$ cat config.mk
export PLATFORM = sky130hd
export DESIGN_NAME = div_clk_monitor
export DESIGN_NICKNAME = d
export VERILOG_FILES = /design/src/rtl/div_mon_pkg.sv /design/src/rtl/div_edge_det.sv /design/src/rtl/div_clk_monitor.sv
export SDC_FILE = /design/constraint.sdc
export NUM_CORES = 1
export LEC_CHECK = 0
export CELL_PAD_IN_SITES_DETAIL_PLACEMENT = 1
export CELL_PAD_IN_SITES_GLOBAL_PLACEMENT = 2
export CORE_UTILIZATION = 31
export DETAILED_ROUTE_END_ITERATION = 7
export PLACE_DENSITY_LB_ADDON = 0.1
export SETUP_SLACK_MARGIN = 0.3
export SYNTH_ARGS = -nofsm -noshare
export SYNTH_HDL_FRONTEND = slang
export SYNTH_HIERARCHICAL = 1
export SYNTH_SLANG_ARGS = --single-unit
$ cat constraint.sdc
create_clock -name sys_clock -period 2.12 [get_ports sys_clock]
set_input_delay 0.212 -clock sys_clock [delete_from_list [all_inputs] [get_ports sys_clock]]
set_output_delay 0.212 -clock sys_clock [all_outputs]
set_load 0.01 [all_outputs]
$ cat src/rtl/div_mon_pkg.sv
// Shared types and constants for the divided-clock monitor.
package div_mon_pkg;

  typedef enum logic [1:0] {
    StIdle,
    StArm,
    StHigh,
    StLow
  } div_mon_state_e;

  localparam int unsigned DefExpHigh = 6;
  localparam int unsigned DefExpLow  = 6;
  localparam int unsigned DefTol     = 0;

  // Largest value a cnt_w-bit width counter may hold before it sticks.
  function automatic int unsigned sat_limit(input int unsigned cnt_w);
    return (32'd1 << cnt_w) - 32'd1;
  endfunction

endpackage

$ cat src/rtl/div_edge_det.sv
// Samples the divided clock as data and produces registered rise/fall pulses.
// Define DIV_MON_SYNC_EN to insert a 2-flop synchroniser in front of the sample
// flop when the divided clock comes from another domain.
module div_edge_det (
  input  logic i_clk,
  input  logic i_rst,
  input  logic i_d,
  output logic o_s,
  output logic o_rise,
  output logic o_fall,
  output logic o_rise_pulse,
  output logic o_fall_pulse
);

  logic w_d;
  logic r_s;
  logic r_s_q;
  logic r_rise_pulse;
  logic r_fall_pulse;

`ifdef DIV_MON_SYNC_EN
  logic r_sync1;
  logic r_sync2;

  // Two-stage synchroniser for an asynchronous divided clock.
  always_ff @(posedge i_clk or posedge i_rst) begin
    if (i_rst) begin
      r_sync1 <= 1'b0;
      r_sync2 <= 1'b0;
    end else begin
      r_sync1 <= i_d;
      r_sync2 <= r_sync1;
    end
  end

  assign w_d = r_sync2;
`else
  assign w_d = i_d;
`endif

  // Sample, one-cycle history and registered edge pulses.
  always_ff @(posedge i_clk or posedge i_rst) begin
    if (i_rst) begin
      r_s          <= 1'b0;
      r_s_q        <= 1'b0;
      r_rise_pulse <= 1'b0;
      r_fall_pulse <= 1'b0;
    end else begin
      r_s          <= w_d;
      r_s_q        <= r_s;
      r_rise_pulse <= o_rise;
      r_fall_pulse <= o_fall;
    end
  end

  assign o_s          = r_s;
  assign o_rise       = r_s & ~r_s_q;
  assign o_fall       = ~r_s & r_s_q;
  assign o_rise_pulse = r_rise_pulse;
  assign o_fall_pulse = r_fall_pulse;

endmodule

$ cat src/rtl/div_clk_monitor.sv
// Divided-clock monitor: edge pulses, high/low/period measurement and a sticky
// width-window error. Optional input synchroniser under DIV_MON_SYNC_EN.
module div_clk_monitor
  import div_mon_pkg::*;
#(
  parameter int unsigned CNT_W    = 8,
  parameter int unsigned EXP_HIGH = DefExpHigh,
  parameter int unsigned EXP_LOW  = DefExpLow,
  parameter int unsigned TOL      = DefTol
) (
  input  logic             sys_clock,
  input  logic             sys_rst,
  input  logic             div_in,
  input  logic             meas_en,
  input  logic             err_clr,
  output logic             rise_pulse,
  output logic             fall_pulse,
  output logic [CNT_W-1:0] high_cnt,
  output logic [CNT_W-1:0] low_cnt,
  output logic [CNT_W:0]   period,
  output logic             meas_valid,
  output logic             freq_err
);

  localparam logic [CNT_W-1:0] SatMax   = CNT_W'(sat_limit(CNT_W));
  localparam logic [CNT_W-1:0] SatPre   = CNT_W'(sat_limit(CNT_W) - 1);
  localparam logic [CNT_W-1:0] CntOne   = CNT_W'(1);
  localparam logic [CNT_W:0]   ExpHighW = (CNT_W + 1)'(EXP_HIGH);
  localparam logic [CNT_W:0]   ExpLowW  = (CNT_W + 1)'(EXP_LOW);
  localparam logic [CNT_W:0]   TolW     = (CNT_W + 1)'(TOL);
  localparam logic [CNT_W:0]   OneW     = (CNT_W + 1)'(1);

  div_mon_state_e   r_state;
  logic [CNT_W-1:0] r_hcnt;
  logic [CNT_W-1:0] r_lcnt;
  logic [CNT_W-1:0] r_high_cnt;
  logic [CNT_W-1:0] r_low_cnt;
  logic [CNT_W:0]   r_period;
  logic             r_meas_valid;
  logic             r_freq_err;

  logic             w_s;
  logic             w_rise;
  logic             w_fall;
  logic [CNT_W:0]   w_dh;
  logic [CNT_W:0]   w_dl;
  logic [CNT_W:0]   w_dh_abs;
  logic [CNT_W:0]   w_dl_abs;
  logic             w_bad;
  logic             w_close;
  logic             w_sat_h;
  logic             w_sat_l;
  logic             w_err_set;

  div_edge_det u_edge (
    .i_clk        (sys_clock),
    .i_rst        (sys_rst),
    .i_d          (div_in),
    .o_s          (w_s),
    .o_rise       (w_rise),
    .o_fall       (w_fall),
    .o_rise_pulse (rise_pulse),
    .o_fall_pulse (fall_pulse)
  );

  // Two's-complement deviation at CNT_W+1 bits; top bit is the sign.
  assign w_dh     = {1'b0, r_hcnt} - ExpHighW;
  assign w_dl     = {1'b0, r_lcnt} - ExpLowW;
  assign w_dh_abs = w_dh[CNT_W] ? (~w_dh + OneW) : w_dh;
  assign w_dl_abs = w_dl[CNT_W] ? (~w_dl + OneW) : w_dl;
  assign w_bad    = (w_dh_abs > TolW) || (w_dl_abs > TolW);

  // A counter about to reach, or already at, its limit flags the error.
  assign w_close   = (r_state == StLow) && w_rise;
  assign w_sat_h   = (r_state == StHigh) && !w_fall && (r_hcnt >= SatPre);
  assign w_sat_l   = (r_state == StLow) && !w_rise && (r_lcnt >= SatPre);
  assign w_err_set = meas_en && (w_sat_h || w_sat_l || (w_close && w_bad));

  // Measurement FSM with width counters, result registers and sticky error.
  always_ff @(posedge sys_clock or posedge sys_rst) begin
    if (sys_rst) begin
      r_state      <= StIdle;
      r_hcnt       <= '0;
      r_lcnt       <= '0;
      r_high_cnt   <= '0;
      r_low_cnt    <= '0;
      r_period     <= '0;
      r_meas_valid <= 1'b0;
      r_freq_err   <= 1'b0;
    end else begin
      r_meas_valid <= 1'b0;
      r_freq_err   <= w_err_set | (r_freq_err & ~err_clr);
      if (!meas_en) begin
        r_state <= StIdle;
        r_hcnt  <= '0;
        r_lcnt  <= '0;
      end else begin
        case (r_state)
          StIdle: r_state <= StArm;
          StArm: begin
            if (w_rise) begin
              r_state <= StHigh;
              r_hcnt  <= CntOne;
            end
          end
          StHigh: begin
            if (w_fall) begin
              r_state <= StLow;
              r_lcnt  <= CntOne;
            end else if (r_hcnt != SatMax) begin
              r_hcnt <= r_hcnt + CntOne;
            end
          end
          StLow: begin
            if (w_rise) begin
              r_high_cnt   <= r_hcnt;
              r_low_cnt    <= r_lcnt;
              r_period     <= {1'b0, r_hcnt} + {1'b0, r_lcnt};
              r_meas_valid <= 1'b1;
              r_state      <= StHigh;
              r_hcnt       <= CntOne;
              r_lcnt       <= '0;
            end else if (!w_s && (r_lcnt != SatMax)) begin
              r_lcnt <= r_lcnt + CntOne;
            end
          end
          default: r_state <= StIdle;
        endcase
      end
    end
  end

  assign high_cnt   = r_high_cnt;
  assign low_cnt    = r_low_cnt;
  assign period     = r_period;
  assign meas_valid = r_meas_valid;
  assign freq_err   = r_freq_err;

endmodule

After elaboration in Yosys (flattened, before gate mapping)

Index checks and enable logic that the tools add are counted.
W data, S select, Z words.

Reductions and logical operators: 20
Multiplexer cells: 19
Equal/unequal tests: 12
$add $sub $neg: 7
$lt $le $gt $ge: 4
Bitwise gates (word level): 9

Operators by type and width:

| kind                  | count |
|---|---|
| $mux W8               | 8 |
| $pmux W8 S2           | 2 |
| $add A9 B1 Y9 const B | 2 |
| $gt A9 B1 Y1 const B  | 2 |
| $mux W9               | 2 |
| $not A9 Y9            | 2 |
| $sub A8 B3 Y9 const B | 2 |
| $add A8 B1 Y8 const B | 2 |
| $ge A8 B8 Y1 const B  | 2 |
| $ne A8 B8 Y1 const B  | 2 |
| $ne A3 B2 Y1 const B  | 4 |
| $add A8 B8 Y9         | 1 |
| $logic_and A1 B1 Y1   | 8 |
| $mux W2               | 3 |
| $pmux W2 S3           | 1 |
| $reduce_and A3 Y1     | 2 |
| $eq A2 B2 Y1 const B  | 2 |
| $ne A4 B2 Y1 const B  | 1 |
| $reduce_and A4 Y1     | 1 |
| $and A1 B1 Y1         | 3 |
| $logic_not A1 Y1      | 3 |
| $logic_or A1 B1 Y1    | 3 |
| $mux W1               | 3 |
| $ne A3 B1 Y1 const B  | 1 |
| 7 further kinds       | 9 |

Register bits: 49
Input bits: 5
Word-level logic and storage cells: 83
Output and inout bits: 29

Depth between registers and ports, before layout

Depth in word-level cells: 10
Mapped depth: 9

Cells and area by module

Netlist, hierarchy kept.

By module, submodules not included:

| module          | area an instance (µm²) | instances | cells each |
|---|---|---|---|
| div_clk_monitor | 2683.8                 | 1         | 305 |
| div_edge_det    | 118.9                  | 1         | 7 |

Least setup slack after synthesis

OpenSTA, ideal clock, no wires.

Path kind: reg-to-reg
Start: register r_lcnt[1]
End: register r_freq_err (netlist: freq_err)
Setup slack: 0.079 ns
Arrival time: 1.902 ns
Clock period less this slack: 2.041 ns
Cell stages (with the launch flop): 9
Data required time: 1.981 ns
Path through: dfrtp_1 ha_1 buf_6 a22o_1 nor3_2 nand4b_1 a211oi_1 a41oi_1 or4_1

Cells in the longest elaborated chain, start to end: 10

RTL lines:

| what                     | line                   | text |
|---|---|---|
| start: declaration       | div_clk_monitor.sv:35  | `logic [CNT_W-1:0] r_lcnt;` |
| start signal: assignment | div_clk_monitor.sv:109 | `r_lcnt <= CntOne;` |
| start signal: assignment | div_clk_monitor.sv:124 | `r_lcnt <= r_lcnt + CntOne;` |
| $sub A8 B3 Y9            | div_clk_monitor.sv:68  | `assign w_dl = {1'b0, r_lcnt} - ExpLowW;` |
| $not A9 Y9               | div_clk_monitor.sv:70  | `assign w_dl_abs = w_dl[CNT_W] ? (~w_dl + OneW) : w_dl;` |
| $add A9 B1 Y9            | div_clk_monitor.sv:70  |  |
| $mux W9                  | div_clk_monitor.sv:70  |  |
| $gt A9 B1 Y1             | div_clk_monitor.sv:71  | `assign w_bad = (w_dh_abs > TolW) \|\| (w_dl_abs > TolW);` |
| $logic_or A1 B1 Y1       | div_clk_monitor.sv:71  |  |
| $logic_and A1 B1 Y1      | div_clk_monitor.sv:77  | `assign w_err_set = meas_en && (w_sat_h \|\| w_sat_l \|\| (w_close && w_bad));` |
| $logic_or A1 B1 Y1 (*)   | div_clk_monitor.sv:77  |  |
| $logic_and A1 B1 Y1 (*)  | div_clk_monitor.sv:77  |  |
| $or A1 B1 Y1 (*)         | div_clk_monitor.sv:92  | `r_freq_err <= w_err_set \| (r_freq_err & ~err_clr);` |
| end signal: assignment   | div_clk_monitor.sv:92  |  |
| end: declaration         | div_clk_monitor.sv:40  | `logic r_freq_err;` |

Mark *: on every way between the ends. The rest lies on a longest branch, timed or not.
A chain may end at the register's enable or synchronous reset.

Worst setup path after layout

Ends and elaborated chain as after synthesis.

==> reports/summary.txt <==
CP Capture Point -> freq_err$_DFF_PP0_
Combinational share of power -> 10.6%
IO Count -> 34
Power density over cell area -> 472.1 nW/µm²
Pin count of the biggest net entering global routing -> 29
Site row count -> 34
H-tree levels -> 2
Cell count along the critical path -> 6
RSZ-0062 raised after global routing -> yes
Reg2Reg Depth -> 6
Drt pass-1 iters -> 4
Fin. max-slew vios -> 0
R2R Setup Slk -> 0.13 ns
Area contributors post-synth -> dfrtp_1, nand2_1, ha_1
CP max FO -> 6
YS warnings -> 6
Fin. Hold Viols -> 0
Initial antenna violation count -> 0
Critical path, cell by cell -> ha_4 -> nor3_1 -> or3_1 -> o221ai_2 -> a21oi_1 -> or4_1
Clock Latency Late Sink -> 0.31 ns
Syn Nets -> 335
Hold buffers post-CTS -> 0
DRC viols -> 0
Delay-heaviest family, CP -> simple AND/OR/NAND/NOR gates
Core Region -> 8721 µm²
Final Wtd Congestion -> 0.7972
Setup Skew -> 0.008433 ns
Post-synth EDFFs -> 0
Minimum clock period -> 1.987 ns
CTS tree -> yes
P_int -> 1.309 mW
Post-Syn Area -> 2803 µm²
Share of the synthesized area in the top cell type -> 43.75%
Wire length per cell -> 16.17 µm
Total Wirelength -> 7.843 mm
Combinational family with the most area after synthesis -> simple AND/OR/NAND/NOR gates
Mux cell area share after synthesis -> 1.071%
DP HPWL -> 5.635 mm
Setup crit start kind -> register
Total Routing Usage GR -> 17.24%
Sequential element share of the synthesized area -> 43.75%
Die width -> 97.09 µm
Avg Synthesized Cell Area -> 8.983 µm²
Slew @ Worst Pin -> 0.4313 ns
Max Clk Rate -> 0.5032 GHz
GR Overflow Total -> 0
Port Buffers -> 33
Setup TNS -> 0 ns
First-pass GRT wire length -> 13.01 mm
Post-Synth Adder-Cell Area -> 8.304%
Clock sink total -> 49
Clk pwr share -> 34.2%
Most common cell after layout, fill and taps aside -> nand2_1
Worst Path Arrival -> 2.18 ns
Switching share of power -> 25.66%
Asr flop ratio synth -> 100.0%
Die area -> 9426 µm²
Crit path required time -> 2.31 ns
Post-Synth Simple-Gate Area -> 23.12%
Initial DRC Count -> 53
Worst slack at placement -> 0.04402 ns
RR Startpoint -> r_lcnt[1]$_DFFE_PP0P_
Flops & latches, synth -> 49
Critical path's slowest cell -> or4_1
Starting Density -> 32.14%
Vias/cell -> 5.072
TritonCTS Buffers -> 5
Main synth FF type -> dfrtp_1
Max stage delay on crit path -> 0.52 ns
Peak VDD IR -> 297.3 µV
Final WS setup -> 0.1329 ns
Antenna diode count -> 0
Reg clk slew, reported paths -> 0.10 ns
Crit path launch -> r_lcnt[1]$_DFFE_PP0P_
Vias -> 2460
Commonest non-fill, non-tap cells in the layout -> nand2_1, dfrtp_1, buf_4
Clock Tree Buf Depth -> 2
Compound-Gate Fraction of Synth Area -> 14.82%
Status -> complete, no violations
Root Buffer -> clkbuf_8
Sw Pwr -> 0.4518 mW
Critical path type -> register to register
Final #Nets -> 399
Max-Cap Viols -> 0
Crit path capture type -> register
Hold Path Class -> input port to asynchronous set/reset pin
Syn-to-layout area delta -> 33.08%
Largest area contributor in the netlist -> dfrtp_1
Distinct cells, synth -> 51
Synth Area in XOR/XNOR -> 4.062%
Reg2Reg Capture Point -> freq_err$_DFF_PP0_
Number of global-route vias before repair -> 2536
Headroom to the max-slew limit -> 71.20%
WP buf/inv -> 0
DRT antenna net count -> 0
# setup viols final -> 0
Flop pwr share -> 55.2%
Share of cells above drive strength 1 -> 21.22%
P_leak -> 1.682 nW
Die extent in y -> 97.09 µm
Fin crit share -> 93.73%
Syn Inst Count -> 312
-- final cells by class --
class	count	area, µm²
fill	991	4991
multi-input combinational	232	1544
sequential	49	1232
timing repair buffer	74	669.4
tap	108	135.1
clock buffer	6	82.58
inverter	14	52.55
clock inverter	2	13.76
-- worst min path at each step --
stage               cells past startpoint                  from  slack [ns]                             to
floorplan                               1               sys_rst       -0.02  u_edge/o_fall_pulse$_DFF_PP0_
global placement                        0  u_edge/o_s$_DFF_PP0_        0.40         u_edge/r_s_q$_DFF_PP0_
detailed placement                      0  u_edge/o_s$_DFF_PP0_        0.40         u_edge/r_s_q$_DFF_PP0_
CTS                                     2               sys_rst        0.11  u_edge/o_rise_pulse$_DFF_PP0_
global route                            2               sys_rst        0.15  u_edge/o_rise_pulse$_DFF_PP0_
finish                                  2               sys_rst        0.12           u_edge/o_s$_DFF_PP0_
-- sequential cells by signal (all words and copies together) (netlist names) --
| register | cells |
|---|---|
| freq_err | 1 |
| high_cnt | 8 |
| r_state | 2 |
| period | 9 |
| r_hcnt | 8 |
| u_edge/r_s_q | 1 |
| meas_valid | 1 |
| r_lcnt | 8 |
| low_cnt | 8 |
| u_edge/o_fall_pulse | 1 |
| u_edge/o_rise_pulse | 1 |
| u_edge/o_s | 1 |
-- logic make-up (layout without fill, tap and decap cells) --
group,count (synthesis),count (layout)
AND/OR/NAND/NOR,132,132
AO/OA/AOI/OAI,66,66
flip-flops,49,49
buffers and inverters,31,96
adder cells (fa/ha/maj),18,18
XOR/XNOR,13,13
multiplexers,3,3
-- stage by stage --
| step | util [%] | instance area [µm²] | std cells | hold slack, ns | power, mW |
|---|---|---|---|---|---|
| after detailed placement | 38.95 | 3397 | 459 | 0.4032 | 1.154 |
| after global placement | 38.95 | 3397 | 459 | 0.4000 | 1.152 |
| final | 42.77 | 3730 | 485 | 0.1192 | 1.761 |
| after floorplan | - | 2830 | 312 | -0.02192 | 1.069 |
| after CTS | 41.28 | 3600 | 475 | 0.1114 | 1.784 |
| after global routing | 42.77 | 3730 | 485 | 0.1460 | 1.850 |
-- worst reg2reg max path, cell delays in order (launching register included) --
cell and delay [ns]:
dfrtp_2 0.50, ha_4 0.30, nor3_1 0.04, or3_1 0.33
o221ai_2 0.14, a21oi_1 0.06, or4_1 0.52
-- per-layer routing --
layer	wire length, µm	track usage, %	part of all wire (%)
met1	3693	23.15	47
met2	3890	28.82	50
met3	150	2.518	1.9
met4	109	4.937	1.4
met5	0	0	0
-- what timing repair did --
item                                   in CTS  in global routing
buffers inserted                            8                 10
pin swaps                                  16                 17
gates resized for setup                    17                 17
endpoints found under the hold margin       0                  0
cloned                                      0                  0
setup endpoints to repair                  16                 20
-- Yosys cell counts, drive strengths merged, types with 2 or more instances --
cell / number
nand2: 66
dfrtp: 49
o21ai: 28
nor2: 18
ha: 17
inv: 13
a21oi: 12
clkbuf: 11
nor3: 7
xnor2: 7
and3: 6
buf: 6
xor2: 6
nand3: 5
nand4: 5
a211oi: 4
a31oi: 4
nor3b: 4
o31ai: 4
mux2i: 3
nand2b: 3
nor2b: 3
or3: 3
a21o: 2
and2: 2
nand4b: 2
nor4: 2
o211ai: 2
o32ai: 2
-- power by group through the flow --
| stage | logic (mW) | clock network (mW) | registers, mW |
|---|---|---|---|
| final | 0.186 | 0.602 | 0.972 |
| after global placement | 0.162 | 0 | 0.990 |
| after global routing | 0.207 | 0.666 | 0.977 |
| after CTS | 0.172 | 0.639 | 0.973 |
| after floorplan | 0.0743 | 0 | 0.995 |
| after detailed placement | 0.163 | 0 | 0.991 |
Note: power is estimated with default switching activity, not from simulation.
